===== src/rtl/uart_receiver.sv =====
// uart_receiver
//   Receives 8E1 serial frames: a start bit, 8 data bits LSB first, an even
//   parity bit and a stop bit. Reception is timed by a 16x oversampling tick
//   derived from CLK_HZ and a baud rate code. Every line decision is taken at
//   the bit centre, on the synchronized copy of RxD.
//
//   Ports
//     clk          system clock; all logic runs on its rising edge
//     reset        synchronous, active-low reset
//     Rx_EN        receiver enable; while low the receiver sits in IDLE
//     baud_select  000=300 001=1200 010=4800 011=9600 100=19200
//                  101=38400 110=57600 111=115200 baud
//     RxD          serial line, idle high, asynchronous to clk
//     Rx_DATA      last received byte, loaded even when the frame had errors
//     Rx_VALID     one-cycle pulse for each frame received without errors
//     Rx_PERROR    parity error of the last frame
//     Rx_FERROR    framing error (stop bit low) of the last frame
//
//   state  | meaning
//   IDLE   | waiting for a falling edge on RxD
//   START  | confirming the start bit at its centre (tick 7)
//   DATA   | sampling 8 data bits, one every 16 ticks
//   PARITY | sampling the parity bit and checking it
//   STOP   | sampling the stop bit and publishing data and flags
module uart_receiver #(
  parameter int unsigned CLK_HZ = 50000000
) (
  input  logic       clk,
  input  logic       reset,
  input  logic       Rx_EN,
  input  logic [2:0] baud_select,
  input  logic       RxD,
  output logic [7:0] Rx_DATA,
  output logic       Rx_VALID,
  output logic       Rx_PERROR,
  output logic       Rx_FERROR
);

  // Rounded divide: round(CLK_HZ / (16 * baud)).
  function automatic int unsigned div_for(input int unsigned baud);
    return (CLK_HZ + 8 * baud) / (16 * baud);
  endfunction

  localparam int unsigned DIV_300    = div_for(300);
  localparam int unsigned DIV_1200   = div_for(1200);
  localparam int unsigned DIV_4800   = div_for(4800);
  localparam int unsigned DIV_9600   = div_for(9600);
  localparam int unsigned DIV_19200  = div_for(19200);
  localparam int unsigned DIV_38400  = div_for(38400);
  localparam int unsigned DIV_57600  = div_for(57600);
  localparam int unsigned DIV_115200 = div_for(115200);
  localparam int          CW         = $clog2(DIV_300 + 1);

  typedef enum logic [2:0] {IDLE, START, DATA, PARITY, STOP} state_t;

  state_t          state_q, state_d;
  logic            sync1_q, sync2_q, rxd_prev_q;
  logic [2:0]      baud_q;
  logic [CW-1:0]   div_cnt_q, div_cnt_d;
  logic [CW-1:0]   div_sel;
  logic            tick;
  logic [3:0]      tick_cnt_q, tick_cnt_d;
  logic [2:0]      bit_idx_q, bit_idx_d;
  logic [7:0]      shift_q, shift_d;
  logic            perr_q, perr_d;
  logic [7:0]      data_q, data_d;
  logic            valid_q, valid_d;
  logic            perr_flag_q, perr_flag_d;
  logic            ferr_q, ferr_d;
  logic            rxd_s, rxd_fall;

  assign rxd_s    = sync2_q;
  assign rxd_fall = rxd_prev_q & ~sync2_q;

  always_comb begin
    div_sel = CW'(DIV_300);
    case (baud_select)
      3'd0: div_sel = CW'(DIV_300);
      3'd1: div_sel = CW'(DIV_1200);
      3'd2: div_sel = CW'(DIV_4800);
      3'd3: div_sel = CW'(DIV_9600);
      3'd4: div_sel = CW'(DIV_19200);
      3'd5: div_sel = CW'(DIV_38400);
      3'd6: div_sel = CW'(DIV_57600);
      3'd7: div_sel = CW'(DIV_115200);
      default: div_sel = CW'(DIV_300);
    endcase
  end

  // A rate change restarts the divider so the first tick at the new rate
  // comes a full period later.
  always_comb begin
    tick      = 1'b0;
    div_cnt_d = div_cnt_q + CW'(1);
    if (baud_select != baud_q) begin
      div_cnt_d = '0;
    end else if (div_cnt_q == div_sel - CW'(1)) begin
      tick      = 1'b1;
      div_cnt_d = '0;
    end
  end

  always_comb begin
    state_d     = state_q;
    tick_cnt_d  = tick_cnt_q;
    bit_idx_d   = bit_idx_q;
    shift_d     = shift_q;
    perr_d      = perr_q;
    data_d      = data_q;
    valid_d     = 1'b0;
    perr_flag_d = perr_flag_q;
    ferr_d      = ferr_q;
    if (tick && state_q != IDLE) tick_cnt_d = tick_cnt_q + 4'd1;
    case (state_q)
      IDLE: begin
        if (Rx_EN && rxd_fall) begin
          state_d    = START;
          tick_cnt_d = '0;
        end
      end
      START: begin
        if (tick && tick_cnt_q == 4'd7) begin
          if (!rxd_s) begin
            state_d     = DATA;
            tick_cnt_d  = '0;
            bit_idx_d   = '0;
            perr_flag_d = 1'b0;
            ferr_d      = 1'b0;
          end else begin
            state_d = IDLE;
          end
        end
      end
      DATA: begin
        if (tick && tick_cnt_q == 4'd15) begin
          shift_d = {rxd_s, shift_q[7:1]};
          if (bit_idx_q == 3'd7) state_d = PARITY;
          else                   bit_idx_d = bit_idx_q + 3'd1;
        end
      end
      PARITY: begin
        if (tick && tick_cnt_q == 4'd15) begin
          perr_d  = rxd_s ^ (^shift_q);
          state_d = STOP;
        end
      end
      STOP: begin
        if (tick && tick_cnt_q == 4'd15) begin
          data_d      = shift_q;
          perr_flag_d = perr_q;
          ferr_d      = ~rxd_s;
          valid_d     = ~perr_q & rxd_s;
          state_d     = IDLE;
        end
      end
      default: state_d = IDLE;
    endcase
    if (!Rx_EN) begin
      state_d = IDLE;
      valid_d = 1'b0;
    end
  end

  always_ff @(posedge clk) begin
    if (!reset) begin
      sync1_q     <= 1'b1;
      sync2_q     <= 1'b1;
      rxd_prev_q  <= 1'b1;
      baud_q      <= baud_select;
      div_cnt_q   <= '0;
      state_q     <= IDLE;
      tick_cnt_q  <= '0;
      bit_idx_q   <= '0;
      shift_q     <= '0;
      perr_q      <= 1'b0;
      data_q      <= '0;
      valid_q     <= 1'b0;
      perr_flag_q <= 1'b0;
      ferr_q      <= 1'b0;
    end else begin
      sync1_q     <= RxD;
      sync2_q     <= sync1_q;
      rxd_prev_q  <= sync2_q;
      baud_q      <= baud_select;
      div_cnt_q   <= div_cnt_d;
      state_q     <= state_d;
      tick_cnt_q  <= tick_cnt_d;
      bit_idx_q   <= bit_idx_d;
      shift_q     <= shift_d;
      perr_q      <= perr_d;
      data_q      <= data_d;
      valid_q     <= valid_d;
      perr_flag_q <= perr_flag_d;
      ferr_q      <= ferr_d;
    end
  end

  assign Rx_DATA   = data_q;
  assign Rx_VALID  = valid_q;
  assign Rx_PERROR = perr_flag_q;
  assign Rx_FERROR = ferr_q;

endmodule


===== config.mk =====
export PLATFORM = sky130hd
export DESIGN_NAME = uart_receiver
export DESIGN_NICKNAME = d
export VERILOG_FILES = /design/src/rtl/uart_receiver.sv
export SDC_FILE = /design/constraint.sdc
export NUM_CORES = 1
export LEC_CHECK = 0
export CORE_ASPECT_RATIO = 1.75
export CORE_MARGIN = 4
export CORE_UTILIZATION = 45
export DETAILED_ROUTE_END_ITERATION = 10
export GPL_TIMING_DRIVEN = 0
export HOLD_SLACK_MARGIN = 0.12
export PLACE_DENSITY = 0.6
export SLEW_MARGIN = 10
export SYNTH_ARGS = -nofsm -noshare
export SYNTH_HDL_FRONTEND = slang
export SYNTH_SLANG_ARGS = --single-unit

===== constraint.sdc =====
create_clock -name clk -period 4.8 [get_ports clk]
set_input_delay 1.44 -clock clk [delete_from_list [all_inputs] [get_ports clk]]
set_output_delay 1.44 -clock clk [all_outputs]
set_load 0.01 [all_outputs]

==> results of run 1 <==
==> state kept, by name, indices dropped and copies added, names as in the netlist <==
register	cells
shift_q	8
Rx_DATA	8
Rx_PERROR	1
tick_cnt_q	4
perr_q	1
bit_idx_q	3
rxd_s	1
Rx_VALID	1
Rx_FERROR	1
div_cnt_q	14
sync1_q	1
baud_q	3
rxd_prev_q	1
state_q	3
==> layer usage <==
metal  share of wire [%]  track usage [%]
met5                   0                0
met4                 2.9             7.97
met3                 2.2             2.96
met2                  55             32.4
met1                  40             18.3
==> cell type report <==
| class | count | area (sq um) | share of cell area, % |
|---|---|---|---|
| multi-input cells | 255 | 1790 | 53.7 |
| repair buffers | 23 | 213 | 6.39 |
| well taps | 80 | 100 | 3.01 |
| clock inverters | 3 | 23.8 | 0.715 |
| flip-flops and latches | 50 | 1000 | 30.1 |
| inverters | 10 | 37.5 | 1.13 |
| plain buffers | 13 | 96.3 | 2.90 |
| clock buffers | 5 | 68.8 | 2.07 |
==> path summary, 6_finish.rpt <==
path                                   to  slack (ns)  depth (start not counted)
hold reg to reg          rxd_s$_SDFF_PN1_        0.42                          1
setup reg to reg  shift_q[0]$_SDFFE_PN0P_        2.30                          8
setup / recovery  shift_q[0]$_SDFFE_PN0P_        0.18                         16
hold / removal           rxd_s$_SDFF_PN1_        0.42                          1
==> cell families after synthesis <==
logic type               Yosys count
multiplexers                      26
flip-flops                        50
AND/OR/NAND/NOR                  148
AO/OA/AOI/OAI                     35
XOR/XNOR                          34
adder cells (fa/ha/maj)           12
buffers and inverters             23
==> stage by stage <==
stage	hold WS, ns	total power [mW]
2_1_floorplan	0.386	0.483
3_3_place_gp	0.413	0.502
3_5_place_dp	0.401	0.502
4_1_cts	0.429	0.764
5_1_grt	0.435	0.794
6_report	0.424	0.756
==> placed cells by master, fill, tap and decap left out, types with 8 or more instances in the layout <==
cell             instances
buf_4                    8
clkdlybuf4s50_1         13
xnor2_1                 18
nand2_1                 42
and3_1                   9
a21oi_1                  8
inv_1                    8
nand3_1                 11
mux2i_1                 24
nand2b_1                 9
nor2_1                  30
ha_1                    10
dfxtp_1                 50
xor2_1                  15
==> repair_timing <==
item / CTS / global route
pin swaps: 5 / 5
setup endpoints to repair: 44 / 25
endpoints found under the hold margin: 0 / 0
resized for setup: 15 / 8
setup buffers: 4 / 3
==> power groups by stage <==
| stage | Combinational (mW) | Sequential, mW | Clock [mW] |
|---|---|---|---|
| after floorplan | 0.0543 | 0.428 | 0 |
| after global placement | 0.0728 | 0.429 | 0 |
| after detailed placement | 0.0736 | 0.429 | 0 |
| after CTS | 0.0777 | 0.419 | 0.268 |
| after global routing | 0.0898 | 0.419 | 0.285 |
| final | 0.0804 | 0.419 | 0.256 |
==> run metrics, run 1 <==
DP Cell Count=424; max cap viols=0; worst path buffer plus inverter count=4; Post-synth EDFFs=0; routed len/inst=13.9 microns; power per cell area=227 nW/um^2; Crit path max-delay family=simple AND/OR/NAND/NOR gates; #FFs+latches synth=50; Port Buffers=16; nets@finish=377; Worst Tran Pin Value=0.542 ns; library cells used by synthesis=53; Die Area=7760 sq um; Int Power=0.558 mW; post-synthesis simple-gate area fraction=28.0%; area leader, netlist=dfxtp_1; Post-CTS Hold Fix Bufs=0; synth top area cells=dfxtp_1 (35%), mux2i_1 (8.4%), nand2_1 (5.5%); Tmin final=4.62 ns; die span in y=114 microns; Setup-failing EPs final=0; Slowest-stage cell, CP=or4b_4; Worst Min Path Start=sync1_q$_SDFF_PN1_; DRC=0; share of layout cells above drive strength 1=12.0%; Relative slew margins=63.6%; Core Footprint=6180 sq um; WP data required=5.01 ns; Slew Viols, Final=0; Root Buffer=clkbuf_8; area of placed instances=3120 sq um; Critical Path Start Type=input port; compound-gate portion of the synthesized area=8.26%; final hold violations=0; Synth Flop Type=dfxtp_1; clk_skew=0.00962 ns; status=finished, final reports clean; Final Non-Filler Cells=439; n_diodes=0; io pins=18; die width=68.3 microns; syn_area_per_cell=8.73 sq um; final setup margin=0.182 ns; Synth top area share=34.9%; Final ANT Viol Nets=0; Setup crit end kind=flip-flop; via count=2327; Syn. warnings=0; Reg-to-Reg Start=baud_q[1]$_DFF_P_; Seq/Total Area, Yosys=34.9%; clock-pin slew on the worst setup and hold paths=0.10 ns; clock group share of total power=33.9%; Comb pwr share=10.6%; Tcrit/Tclk final=96.2%; Synth Cell Area=2860 sq um; Clk Latency, worst-skew pair=0.31 ns; sw frac=26.2%; vias per inst=5.30; crit-path cells=dlygate4sd2_1 -> buf_6 -> inv_2 -> ha_2 -> nand2_1 -> nand2_1 -> ha_2 -> or4b_4 -> a222oi_1 -> buf_4 -> and3_4 -> o211ai_1 -> nor4b_4 -> and2_4 -> nand3_4 -> mux2i_1; Worst Setup Path Type=in2reg; first-pass GRT wire length=10400 microns; cts bufs inserted=5; CP arrival=4.83 ns; Worst Hold Class=reg2reg; vias in the first global route=2280; switching power=0.198 mW; cells after synthesis=328; RSZ-0062 raised after global routing=false; Reg power frac=55.4%; final core occ=53.8%; Initial Util=46.3%; Mapped Nets=347; f_max=217 MHz; post-synthesis xor/xnor area fraction=10.9%; CTS H-tree lvls=2; GPL Wtd Cong=0.849; peak supply drop=0.169 mV; num rows=38; critical path fanouts, max=10; CP Launch Point=baud_select[0]; leakage=1.38 nW; largest net degree at the start of global routing=18; gr usage total=17.5%; main combinational cell family by area after synthesis=simple AND/OR/NAND/NOR gates; routed wire length=6090 microns; Final Instance Area=3330 sq um; Clock Path Buffers=2; first drt pass iteration count=4; GR Overflow Total=0; Post-synth top cells=dfxtp_1 (50), nand2_1 (42), nor2_1 (31); count leader, synth=dfxtp_1; CTS tree=yes; Fin Setup TNS=0 ns; adder-cell share of the synthesized area=5.24%; P&R area growth vs syn=16.2%; CTS sink count=50; Filler cells=599; DP HPWL=4630 microns; Crit path largest cell delay=0.47 ns; Place WS=-1.05 ns; multiplexer area fraction after synthesis=9.17%; async set-reset flop share out of synthesis=0%; Iteration-0 DRC Markers=124; initial antenna violation count=0
Note: power is estimated with default switching activity, not from simulation.
==> run 2, diff against run 1 <==
Settings changed: CELL_PAD_IN_SITES_DETAIL_PLACEMENT set to 0, CELL_PAD_IN_SITES_GLOBAL_PLACEMENT set to 1, PLACE_DENSITY 0.6 to 0.76.
==> run metrics, run 2 (synthesis results as in run 1) <==
status=finished, final reports clean (unchanged); largest net degree at the start of global routing=17 (was 18); DP Cell Count=424 (unchanged); CTS sink count=50 (unchanged); GR Overflow Total=0 (unchanged); max FFs per register=14 (unchanged); cts bufs inserted=5 (unchanged); share of layout cells above drive strength 1=13.2% (was 12.0%); gr usage total=17.9% (was 17.5%); die span in y=114 microns (unchanged); commonest cells after routing, fill and taps aside=dfxtp_1 (50), nand2_1 (41), nor2_1 (30) (was dfxtp_1 (50), nand2_1 (42), nor2_1 (30)); Setup-failing EPs final=0 (unchanged); Root Buffer=clkbuf_8 (unchanged); final setup margin=0.218 ns (was 0.182 ns); Port Buffers=16 (unchanged); n_diodes=0 (unchanged); routed wire length=6250 microns (was 6090 microns); Worst Hold Class=reg2reg (unchanged); Critical Path Start Type=input port (unchanged); Die Area=7760 sq um (unchanged); Clk Latency, worst-skew pair=0.30 ns (was 0.31 ns); peak supply drop=0.149 mV (was 0.169 mV); Initial Util=46.3% (unchanged); Setup crit end kind=flip-flop (unchanged); power per cell area=251 nW/um^2 (was 227 nW/um^2); critical path fanouts, max=8 (was 10); Iteration-0 DRC Markers=106 (was 124); Relative slew margins=67.9% (was 63.6%); Core Footprint=6180 sq um (unchanged); Post-CTS Hold Fix Bufs=0 (unchanged); area of placed instances=3120 sq um (unchanged); final hold violations=0 (unchanged); CTS H-tree lvls=2 (unchanged); P&R area growth vs syn=19.1% (was 16.2%); clock-pin slew on the worst setup and hold paths=0.10 ns (about the same); most common cell after layout, fill and taps aside=dfxtp_1 (unchanged); CP arrival=4.78 ns (was 4.83 ns); largest register by flop count=div_cnt_q (unchanged); max cap viols=0 (unchanged); nets@finish=381 (was 377); routed len/inst=14.1 microns (was 13.9 microns); Filler cells=608 (was 599); io pins=18 (unchanged); Final Non-Filler Cells=443 (was 439); Slew Viols, Final=0 (unchanged); Worst Setup Path Type=in2reg (unchanged); via count=2375 (was 2327); initial antenna violation count=0 (unchanged); f_max=218 MHz (was 217 MHz); Tcrit/Tclk final=95.5% (was 96.2%); Final ANT Viol Nets=0 (unchanged); Tmin final=4.58 ns (was 4.62 ns); die width=68.3 microns (unchanged); Clock Path Buffers=2 (unchanged); leakage=1.43 nW (was 1.38 nW); DRC=0 (unchanged); CTS tree=yes (unchanged); first-pass GRT wire length=10700 microns (was 10400 microns); first drt pass iteration count=4 (unchanged); DP HPWL=4830 microns (was 4630 microns); vias in the first global route=2350 (was 2280); Place WS=-1.05 ns (about the same); Worst Tran Pin Value=0.477 ns (was 0.542 ns); clk_skew=0.00598 ns (was 0.00962 ns); num rows=38 (unchanged); Final Instance Area=3410 sq um (was 3330 sq um); vias per inst=5.36 (was 5.30); GPL Wtd Cong=0.847 (was 0.849); WP data required=5.00 ns (was 5.01 ns)
-- run 2: cell count changes in the layout (fill, tap and decap cells not counted), moves of 2 or more --
cell	previous run	this run
buf_4	8	12
bufinv_16	0	2
clkinvlp_4	2	0
dlygate4sd2_1	2	0
-- run 2: critical path, cell delays in order --
cell	delay [ns]
clkdlybuf4s15_1	0.25
buf_6	0.18
inv_4	0.08
ha_4	0.15
nand2_1	0.06
nand2_1	0.07
ha_2	0.18
or4b_4	0.46
a222oi_1	0.38
buf_4	0.20
o21ai_0	0.09
nor3_2	0.29
nor4b_4	0.34
and2_4	0.24
nand3_4	0.17
mux2i_1	0.18
-- run 2: layer usage --
| metal | GRT usage (%) | up-vias | part of all wire (%) |
|---|---|---|---|
| li1 | - | 1207 | - |
| met1 | 18.1 | 1129 | 37 |
| met2 | 34.1 | 27 | 58 |
| met3 | 2.46 | 12 | 2.0 |
| met4 | 7.84 | 0 | 2.9 |
| met5 | 0 | - | 0 |
-- run 2: power by group --
group / total (mW) / leakage, nW / internal (mW) / switching [mW]
combinational: 0.0842 / 0.955 / 0.0385 / 0.0457
clock: 0.354 / 0.0683 / 0.209 / 0.146
sequential: 0.419 / 0.404 / 0.417 / 0.00165
-- run 2: final cells by class --
cell class                      count  area (sq um)  area share, %
Tap cell                           80           100           2.93
Timing Repair Buffer               27           240           7.04
Inverter                           10          40.0           1.17
Clock buffer                        5          68.8           2.02
Buffer                             13          97.6           2.86
Multi-Input combinational cell    255          1790           52.6
Sequential cell                    50          1000           29.3
Clock inverter                      3          68.8           2.02
-- run 2: final timing paths --
kind | startpoint | to | slack, ns | cells after the start
min reg2reg | sync1_q$_SDFF_PN1_ | rxd_s$_SDFF_PN1_ | 0.42 | 1
min | sync1_q$_SDFF_PN1_ | rxd_s$_SDFF_PN1_ | 0.42 | 1
max | baud_select[0] | shift_q[3]$_SDFFE_PN0P_ | 0.22 | 16
max reg2reg | baud_q[1]$_DFF_P_ | shift_q[3]$_SDFFE_PN0P_ | 2.40 | 8
-- run 2: repair_timing --
item | in CTS | in global routing
resized for setup | 15 | 14
cloned | 0 | 0
endpoints found under the setup margin | 44 | 44
buffers inserted | 4 | 7
pin swaps | 4 | 3
-- run 2: through the flow --
stage / utilization, % / total power [mW] / TNS [ns] / hold slack, ns
floorplan: - / 0.483 / 0 / 0.386
global placement: 50.5 / 0.502 / -40.10 / 0.399
detailed placement: 50.5 / 0.503 / -40.28 / 0.399
CTS: 53.9 / 0.865 / 0 / 0.428
global route: 55.2 / 0.897 / -0.0242 / 0.443
finish: 55.2 / 0.858 / 0 / 0.423
